[config.mk]
export PLATFORM = sky130hd
export DESIGN_NAME = mc_main_fsm
export DESIGN_NICKNAME = d
export VERILOG_FILES = /design/src/rtl/mc_main_fsm.sv
export SDC_FILE = /design/constraint.sdc
export NUM_CORES = 1
export LEC_CHECK = 0
export CORE_ASPECT_RATIO = 0.8
export CORE_MARGIN = 3
export CORE_UTILIZATION = 55
export DETAILED_ROUTE_END_ITERATION = 8
export DONT_BUFFER_PORTS = 1
export PLACE_DENSITY = 0.76
export SLEW_MARGIN = 40
export SYNTH_ARGS = -nofsm -noshare
export SYNTH_HDL_FRONTEND = slang
export SYNTH_SLANG_ARGS = --single-unit
[constraint.sdc]
create_clock -name clk -period 1.7 [get_ports clk]
set_input_delay 0.51 -clock clk [delete_from_list [all_inputs] [get_ports clk]]
set_output_delay 0.51 -clock clk [all_outputs]
set_load 0.05 [all_outputs]
[src/rtl/mc_main_fsm.sv]
// mc_main_fsm: main control FSM of the multi-cycle MIPS core.
// Sequences fetch/decode/execute/memory/writeback, holds in memory states
// until mem_ready, and a watchdog aborts any access stalled too long.
// Optional feature macro: MC_FSM_BNE_EN (adds bne as a branch opcode).
module mc_main_fsm #(
  parameter int unsigned OP_WIDTH     = 6,
  parameter int unsigned MEM_TIMEOUT  = 16,
  parameter int unsigned TO_CNT_WIDTH = 8
) (
  input  logic                clk,
  input  logic                rst,
  input  logic [OP_WIDTH-1:0] op,
  input  logic                mem_ready,
  output logic                mem_req,
  output logic                iord,
  output logic                memwrite,
  output logic                irwrite,
  output logic                pcwrite,
  output logic                branch,
  output logic                bne,
  output logic [1:0]          pcsrc,
  output logic                alusrca,
  output logic [1:0]          alusrcb,
  output logic [1:0]          aluop,
  output logic                regdst,
  output logic                memtoreg,
  output logic                regwrite,
  output logic                illegal_op,
  output logic                err,
  output logic [3:0]          state
);

  // Last counter value before the watchdog fires (counter counts from 0).
  localparam int unsigned TO_LAST = (MEM_TIMEOUT == 0) ? 0 : MEM_TIMEOUT - 1;
  localparam bit          WD_EN   = (MEM_TIMEOUT != 0);

  localparam logic [OP_WIDTH-1:0] OP_RTYPE = OP_WIDTH'(6'b000000);
  localparam logic [OP_WIDTH-1:0] OP_J     = OP_WIDTH'(6'b000010);
  localparam logic [OP_WIDTH-1:0] OP_BEQ   = OP_WIDTH'(6'b000100);
  localparam logic [OP_WIDTH-1:0] OP_BNE   = OP_WIDTH'(6'b000101);
  localparam logic [OP_WIDTH-1:0] OP_ADDI  = OP_WIDTH'(6'b001000);
  localparam logic [OP_WIDTH-1:0] OP_LW    = OP_WIDTH'(6'b100011);
  localparam logic [OP_WIDTH-1:0] OP_SW    = OP_WIDTH'(6'b101011);

  typedef enum logic [3:0] {
    S_FETCH  = 4'd0,
    S_DECODE = 4'd1,
    S_MEMADR = 4'd2,
    S_MEMRD  = 4'd3,
    S_MEMWB  = 4'd4,
    S_MEMWR  = 4'd5,
    S_EXEC   = 4'd6,
    S_ALUWB  = 4'd7,
    S_BRANCH = 4'd8,
    S_ADDIEX = 4'd9,
    S_ADDIWB = 4'd10,
    S_JUMP   = 4'd11
  } state_e;

  state_e                  state_q, state_d;
  logic [TO_CNT_WIDTH-1:0] cnt_q, cnt_d;
  logic                    err_q, err_d;
  logic                    wait_st_c;
  logic                    timeout_c;

  // State, watchdog counter and sticky error registers; synchronous reset.
  always_ff @(posedge clk) begin
    if (!rst) begin
      state_q <= S_FETCH;
      cnt_q   <= '0;
      err_q   <= 1'b0;
    end else begin
      state_q <= state_d;
      cnt_q   <= cnt_d;
      err_q   <= err_d;
    end
  end

  // Next-state, watchdog and control decode from the current state.
  always_comb begin
    state_d    = state_q;
    mem_req    = 1'b0;
    iord       = 1'b0;
    memwrite   = 1'b0;
    irwrite    = 1'b0;
    pcwrite    = 1'b0;
    branch     = 1'b0;
    bne        = 1'b0;
    pcsrc      = 2'b00;
    alusrca    = 1'b0;
    alusrcb    = 2'b00;
    aluop      = 2'b00;
    regdst     = 1'b0;
    memtoreg   = 1'b0;
    regwrite   = 1'b0;
    illegal_op = 1'b0;

    unique case (state_q)
      S_FETCH: begin
        mem_req = 1'b1;
        alusrcb = 2'b01;
        if (mem_ready) begin
          irwrite = 1'b1;
          pcwrite = 1'b1;
          state_d = S_DECODE;
        end
      end
      S_DECODE: begin
        alusrcb = 2'b11;
        if (op == OP_LW || op == OP_SW) begin
          state_d = S_MEMADR;
        end else if (op == OP_RTYPE) begin
          state_d = S_EXEC;
        end else if (op == OP_BEQ) begin
          state_d = S_BRANCH;
`ifdef MC_FSM_BNE_EN
        end else if (op == OP_BNE) begin
          state_d = S_BRANCH;
`endif
        end else if (op == OP_ADDI) begin
          state_d = S_ADDIEX;
        end else if (op == OP_J) begin
          state_d = S_JUMP;
        end else begin
          illegal_op = 1'b1;
          state_d    = S_FETCH;
        end
      end
      S_MEMADR: begin
        alusrca = 1'b1;
        alusrcb = 2'b10;
        state_d = (op == OP_LW) ? S_MEMRD : S_MEMWR;
      end
      S_MEMRD: begin
        mem_req = 1'b1;
        iord    = 1'b1;
        if (mem_ready) begin
          state_d = S_MEMWB;
        end
      end
      S_MEMWB: begin
        memtoreg = 1'b1;
        regwrite = 1'b1;
        state_d  = S_FETCH;
      end
      S_MEMWR: begin
        mem_req  = 1'b1;
        iord     = 1'b1;
        memwrite = 1'b1;
        if (mem_ready) begin
          state_d = S_FETCH;
        end
      end
      S_EXEC: begin
        alusrca = 1'b1;
        aluop   = 2'b10;
        state_d = S_ALUWB;
      end
      S_ALUWB: begin
        regdst   = 1'b1;
        regwrite = 1'b1;
        state_d  = S_FETCH;
      end
      S_BRANCH: begin
        alusrca = 1'b1;
        aluop   = 2'b01;
        pcsrc   = 2'b01;
        branch  = (op == OP_BEQ);
`ifdef MC_FSM_BNE_EN
        bne     = (op == OP_BNE);
`else
        bne     = 1'b0;
`endif
        state_d = S_FETCH;
      end
      S_ADDIEX: begin
        alusrca = 1'b1;
        alusrcb = 2'b10;
        state_d = S_ADDIWB;
      end
      S_ADDIWB: begin
        regwrite = 1'b1;
        state_d  = S_FETCH;
      end
      S_JUMP: begin
        pcsrc   = 2'b10;
        pcwrite = 1'b1;
        state_d = S_FETCH;
      end
      default: begin
        state_d = S_FETCH;
      end
    endcase

    // Watchdog: count stalled cycles in waiting states; mem_ready wins.
    wait_st_c = (state_q == S_FETCH) || (state_q == S_MEMRD) ||
                (state_q == S_MEMWR);
    timeout_c = WD_EN && wait_st_c && !mem_ready &&
                (cnt_q == TO_CNT_WIDTH'(TO_LAST));
    if (WD_EN && wait_st_c && !mem_ready && !timeout_c) begin
      cnt_d = cnt_q + TO_CNT_WIDTH'(1);
    end else begin
      cnt_d = '0;
    end
    err_d = err_q | timeout_c;
    if (timeout_c) begin
      state_d = S_FETCH;
    end

    // While reset is held, no enable may fire; selects show FETCH values.
    if (!rst) begin
      mem_req    = 1'b0;
      iord       = 1'b0;
      memwrite   = 1'b0;
      irwrite    = 1'b0;
      pcwrite    = 1'b0;
      branch     = 1'b0;
      bne        = 1'b0;
      pcsrc      = 2'b00;
      alusrca    = 1'b0;
      alusrcb    = 2'b01;
      aluop      = 2'b00;
      regdst     = 1'b0;
      memtoreg   = 1'b0;
      regwrite   = 1'b0;
      illegal_op = 1'b0;
    end
  end

  assign err   = err_q;
  assign state = 4'(state_q);

endmodule

==> run summary, run 1 <==
Status = did not finish
Failing step = clock tree synthesis
Stop Error = [ERROR DPL-0038] Utilization greater than 100%, impossible to legalize
Hold Buf Count CTS = 0
Sequential element share of the synthesized area = 27.5%
Final GP Congestion = 0.866
XOR/XNOR Fraction of Synth Area = 9.25%
Fraction of registers with async set/reset = 0%
Syn Inst Count = 131
Die Wd = 52.4 um
Main combinational cell family by area after synthesis = simple AND/OR/NAND/NOR gates
Synth cell types = 41
Syn Area/Cell = 7.23 sq um
Compound-cell area share of the yosys netlist = 15.7%
Syn Nets = 141
Port bufs = 0
# rows = 12
Yosys warning total = 0
Cts repair resizes = 47
H-tree levels = 1
CTS root buf = clkbuf_4
Simple-gate portion of the synthesized area = 39.8%
Number of synthesized flops with an enable pin = 0
Clock sink count = 13
Initial Util = 63.1%
Die Y = 43.1 um
Worst slack at placement = -0.237 ns
Post-CTS Setup Repair Bufs = 8
CTS max path bufs = 2
Register bit total from synthesis = 13
Post-synthesis mux area share = 1.06%
Main synth FF type = dfxtp_1
Mapped Area = 947 sq um
Dpl hpwl = 3.21 mm
Post-Synth Adder-Cell Area = 1.32%
TritonCTS Buffers = 3
Top-Level Pins = 32
-- Yosys cell counts, drive strengths merged, types with 2 or more instances --
cell type	count	area [sq um]
nor3	8	40.0
o21ai	5	25.0
nor2b	3	18.8
nand2	7	26.3
and3	5	31.3
o21a	2	15.0
clkbuf	5	18.8
a21oi	6	30.0
dfxtp	13	260
nor4	5	31.3
buf	4	21.3
nor2	23	86.3
xor2	6	52.6
inv	2	7.51
nand2b	8	50.1
xnor2	4	35.0
nor3b	2	15.0
o211ai	2	15.0
-- cells by family after synthesis --
family / Yosys count
flip-flops: 13
AO/OA/AOI/OAI: 23
multiplexers: 1
AND/OR/NAND/NOR: 71
adder cells (fa/ha/maj): 1
other: 1
XOR/XNOR: 10
buffers and inverters: 11
-- metrics by stage --
| step | hold slack [ns] | utilization (%) | std cells | instance area, sq um | TNS [ns] |
|---|---|---|---|---|---|
| after floorplan | 0.413 | - | 131 | 1170 | -3.37 |
| after global placement | 0.421 | 97.1 | 175 | 1460 | -0.305 |
| after detailed placement | 0.489 | 97.1 | 175 | 1460 | -0.762 |
==> run 2: changes to the inputs <==
Settings changed: CORE_AREA set to 3 3 64 66, CORE_ASPECT_RATIO 0.8 to unset, CORE_MARGIN 3 to unset, CORE_UTILIZATION 55 to unset, DIE_AREA set to 0 0 67 69, PLACE_DENSITY 0.76 to unset, PLACE_DENSITY_LB_ADDON set to 0.15.
Clock period 1.7 ns to 2.2 ns, I/O delays scaled along.
==> run 2 against run 1 <==
Area after synthesis unchanged. Synthesized cell count unchanged. The flow now finishes, with violations (negative setup slack).
==> run summary, run 2 <==
Fillers = 383
Violated checks = negative setup slack
Syn Area/Cell = 7.23 sq um
Floorplan core area = 3630 sq um
Most frequent cells after synthesis = nor2_1 (23), dfxtp_1 (13), nand2b_1 (8), nor3_1 (8), nand2_1 (7)
Setup WS post-layout = -0.0179 ns
Headroom to the max-slew limit = 66.3%
R2r setup slk = 0.51 ns
Mapped Area = 947 sq um
Largest cells by area after synthesis = dfxtp_1 (27%), nor2_1 (9.1%), xor2_1 (5.5%)
# rows = 22
Top cell type's share of synthesized area = 27.5%
Synth cell types = 41
Status = finished with violations
Final GP Congestion = 0.822
FMAX = 451 MHz
CTS tree = built
Worst Setup Start Kind = primary input
CP peak stage delay = 0.32 ns
Crit-path slowest cell = nor4b_4
Dpl hpwl = 2.09 mm
Main synth FF type = dfxtp_1
Worst slack at placement = -0.0553 ns
H-tree levels = 1
Biggest register = cnt_q
Sw Ratio = 29.6%
Total Nets Final = 166
Post-layout minimum cycle time = 2.22 ns
Hold path cells = 1
Pre-antenna DRT Iters = 4
Max FFs per register = 8
Initial Util = 26.1%
Synth area leader = dfxtp_1
Most frequent cells in the layout = buf_4 (20), nor2_1 (17), dfxtp_1 (9), buf_12 (9), nand2b_1 (8)
Largest net degree at the start of global routing = 12
Port bufs = 0
Syn Nets = 141
Cells along the critical path = xor2_1 -> o211a_1 -> nor4b_4 -> buf_12
Most common cell in the synthesized netlist = nor2_1
Tightest hold margin = 0.448 ns
Slew @ Worst Pin = 0.505 ns
Hold Buf Count CTS = 0
CTS clk-pin slew, worst paths = 0.05 ns
Crit path capture type = output pin
Finished Core Util = 40.4%
Clock sink count = 13
Flop pwr share = 41.4%
Internal power = 419 uW
Routed Antenna Nets = 0
Reg area = 270 sq um
Vias in the first global route = 901
Simple-gate portion of the synthesized area = 39.8%
Ant diodes = 0
DRT Wirelength = 2.60 mm
Worst hold start = cnt_q[0]
Top-Level Pins = 32
Vias/cell = 4.88
Sequential element share of the synthesized area = 27.5%
Gr usage total = 11.3%
Synth-to-Final Area Change = 55.0%
Crit path max fanout = 4
Avg WL per Cell = 12.8 um
Non-filler instance count after layout = 203
Die Wd = 67 um
Aggregate global routing overflow = 0
Die Y = 69 um
Gate power share = 22.6%
Number of synthesized flops with an enable pin = 0
Number of vias in the routed layout = 991
Placed insts = 199
Post-CTS Setup Repair Bufs = 0
Yosys warning total = 0
Syn Inst Count = 131
Most common cell after layout, fill and taps aside = buf_4
Crit Path Class = in -> out
Critical Path RT = 1.54 ns
RSZ-0062 raised after global routing = true
Post-Synth Adder-Cell Area = 1.32%
R2r startpoint = cnt_q[0]
CTS max path bufs = 2
Area of the multi-input gates = 754 sq um
Setup-failing EPs final = 1
CTS root buf = clkbuf_8
Initial DRC Count = 23
Fin crit share = 101%
Leakage = 0.563 nW
Max-cap violation count = 0
Register bit total from synthesis = 13
R2R depth = 5
Final slew viol count = 0
Layout cells sized above 1 = 36.8%
CP Data Arrival Time = 1.56 ns
VDD IR-drop max = 0.327 mV
Initial antenna violation count = 0
Clock power frac = 36.1%
Drt drc = 0
PwrDens = 406 nW/um^2
FF-to-FF End = cnt_q[0]
Fraction of registers with async set/reset = 0%
TritonCTS Buffers = 3
Post-synthesis mux area share = 1.06%
Main combinational cell family by area after synthesis = simple AND/OR/NAND/NOR gates
Hold Path End = cnt_q[0]
CP startpoint = op[1]
Hold Crit Class = reg -> reg
XOR/XNOR Fraction of Synth Area = 9.25%
Clock network latency to the later pin of the worst-skew pair = 0.24 ns
Switching power = 176 uW
Fin Clk Skew = 0.00508 ns
Final hold vios = 0
First-pass GRT wire length = 4.19 mm
Compound-cell area share of the yosys netlist = 15.7%
Die ar. = 4620 sq um
Setup TNS Final = -0.0179 ns
run 2: cell counts after synthesis:
Identical to the previous run, type by type.
run 2: kinds of logic (layout without fill, tap and decap cells):
logic type,after synthesis,after routing
and+or+nand+nor,71,71
AOI/OAI and AO/OA,23,23
DFF,13,13
buffers and inverters,11,35
xor gates and xnor gates,10,10
adders and majority gates,1,1
other,1,1
muxes,1,1
run 2: power by group through the flow:
stage                     clock network, mW  registers, mW  logic [mW]
after global routing                  0.231          0.247       0.144
after global placement                    0          0.251       0.132
after detailed placement                  0          0.251       0.133
final                                 0.215          0.246       0.135
after floorplan                           0          0.255      0.0971
after CTS                             0.219          0.246       0.134
run 2: worst max-delay path: cells and delay by family:
family | cells | cell delay [ns]
xor gates and xnor gates | 1 | 0.15
and+or+nand+nor | 1 | 0.32
buffers and inverters | 1 | 0.18
AOI/OAI and AO/OA | 1 | 0.25
run 2: layer usage:
metal | share of wire [%] | vias up | wire length (um) | track usage, %
met5 | 0 | - | 0 | 0
met4 | 0 | 0 | 0 | 0.676
met3 | 6.8 | 0 | 177 | 4.07
met2 | 47 | 25 | 1230 | 18.1
met1 | 46 | 462 | 1200 | 15.0
li1 | - | 504 | - | -
run 2: timing repair:
action / 4_1_cts / 5_1_grt
gates resized for setup: 2 / 4
pin swaps: 1 / 1
setup endpoints to repair: 3 / 4
cloned: 0 / 0
endpoints found under the hold margin: 0 / 0
run 2: cell type report:
class / instances / share of cell area [%]
repair buffers: 29 / 22.5
flip-flops and latches: 13 / 18.4
inverters: 2 / 0.512
multi-input cells: 107 / 51.4
well taps: 48 / 4.09
clock buffers: 4 / 3.07
run 2: worst max path at each step:
stage / endpoint / slack, ns / depth (start not counted)
floorplan: branch / -0.39 / 4
CTS: illegal_op / -0.03 / 4
global placement: illegal_op / -0.02 / 4
global route: illegal_op / -0.05 / 4
finish: illegal_op / -0.02 / 4
detailed placement: illegal_op / -0.06 / 4
run 2: metrics by stage:
stage | total power, mW | cell area, sq um
6_report | 0.595 | 1470
5_1_grt | 0.623 | 1470
4_1_cts | 0.599 | 1450
3_5_place_dp | 0.384 | 1400
3_3_place_gp | 0.383 | 1400
2_1_floorplan | 0.352 | 1080
Power figures use the tool's default switching activity.
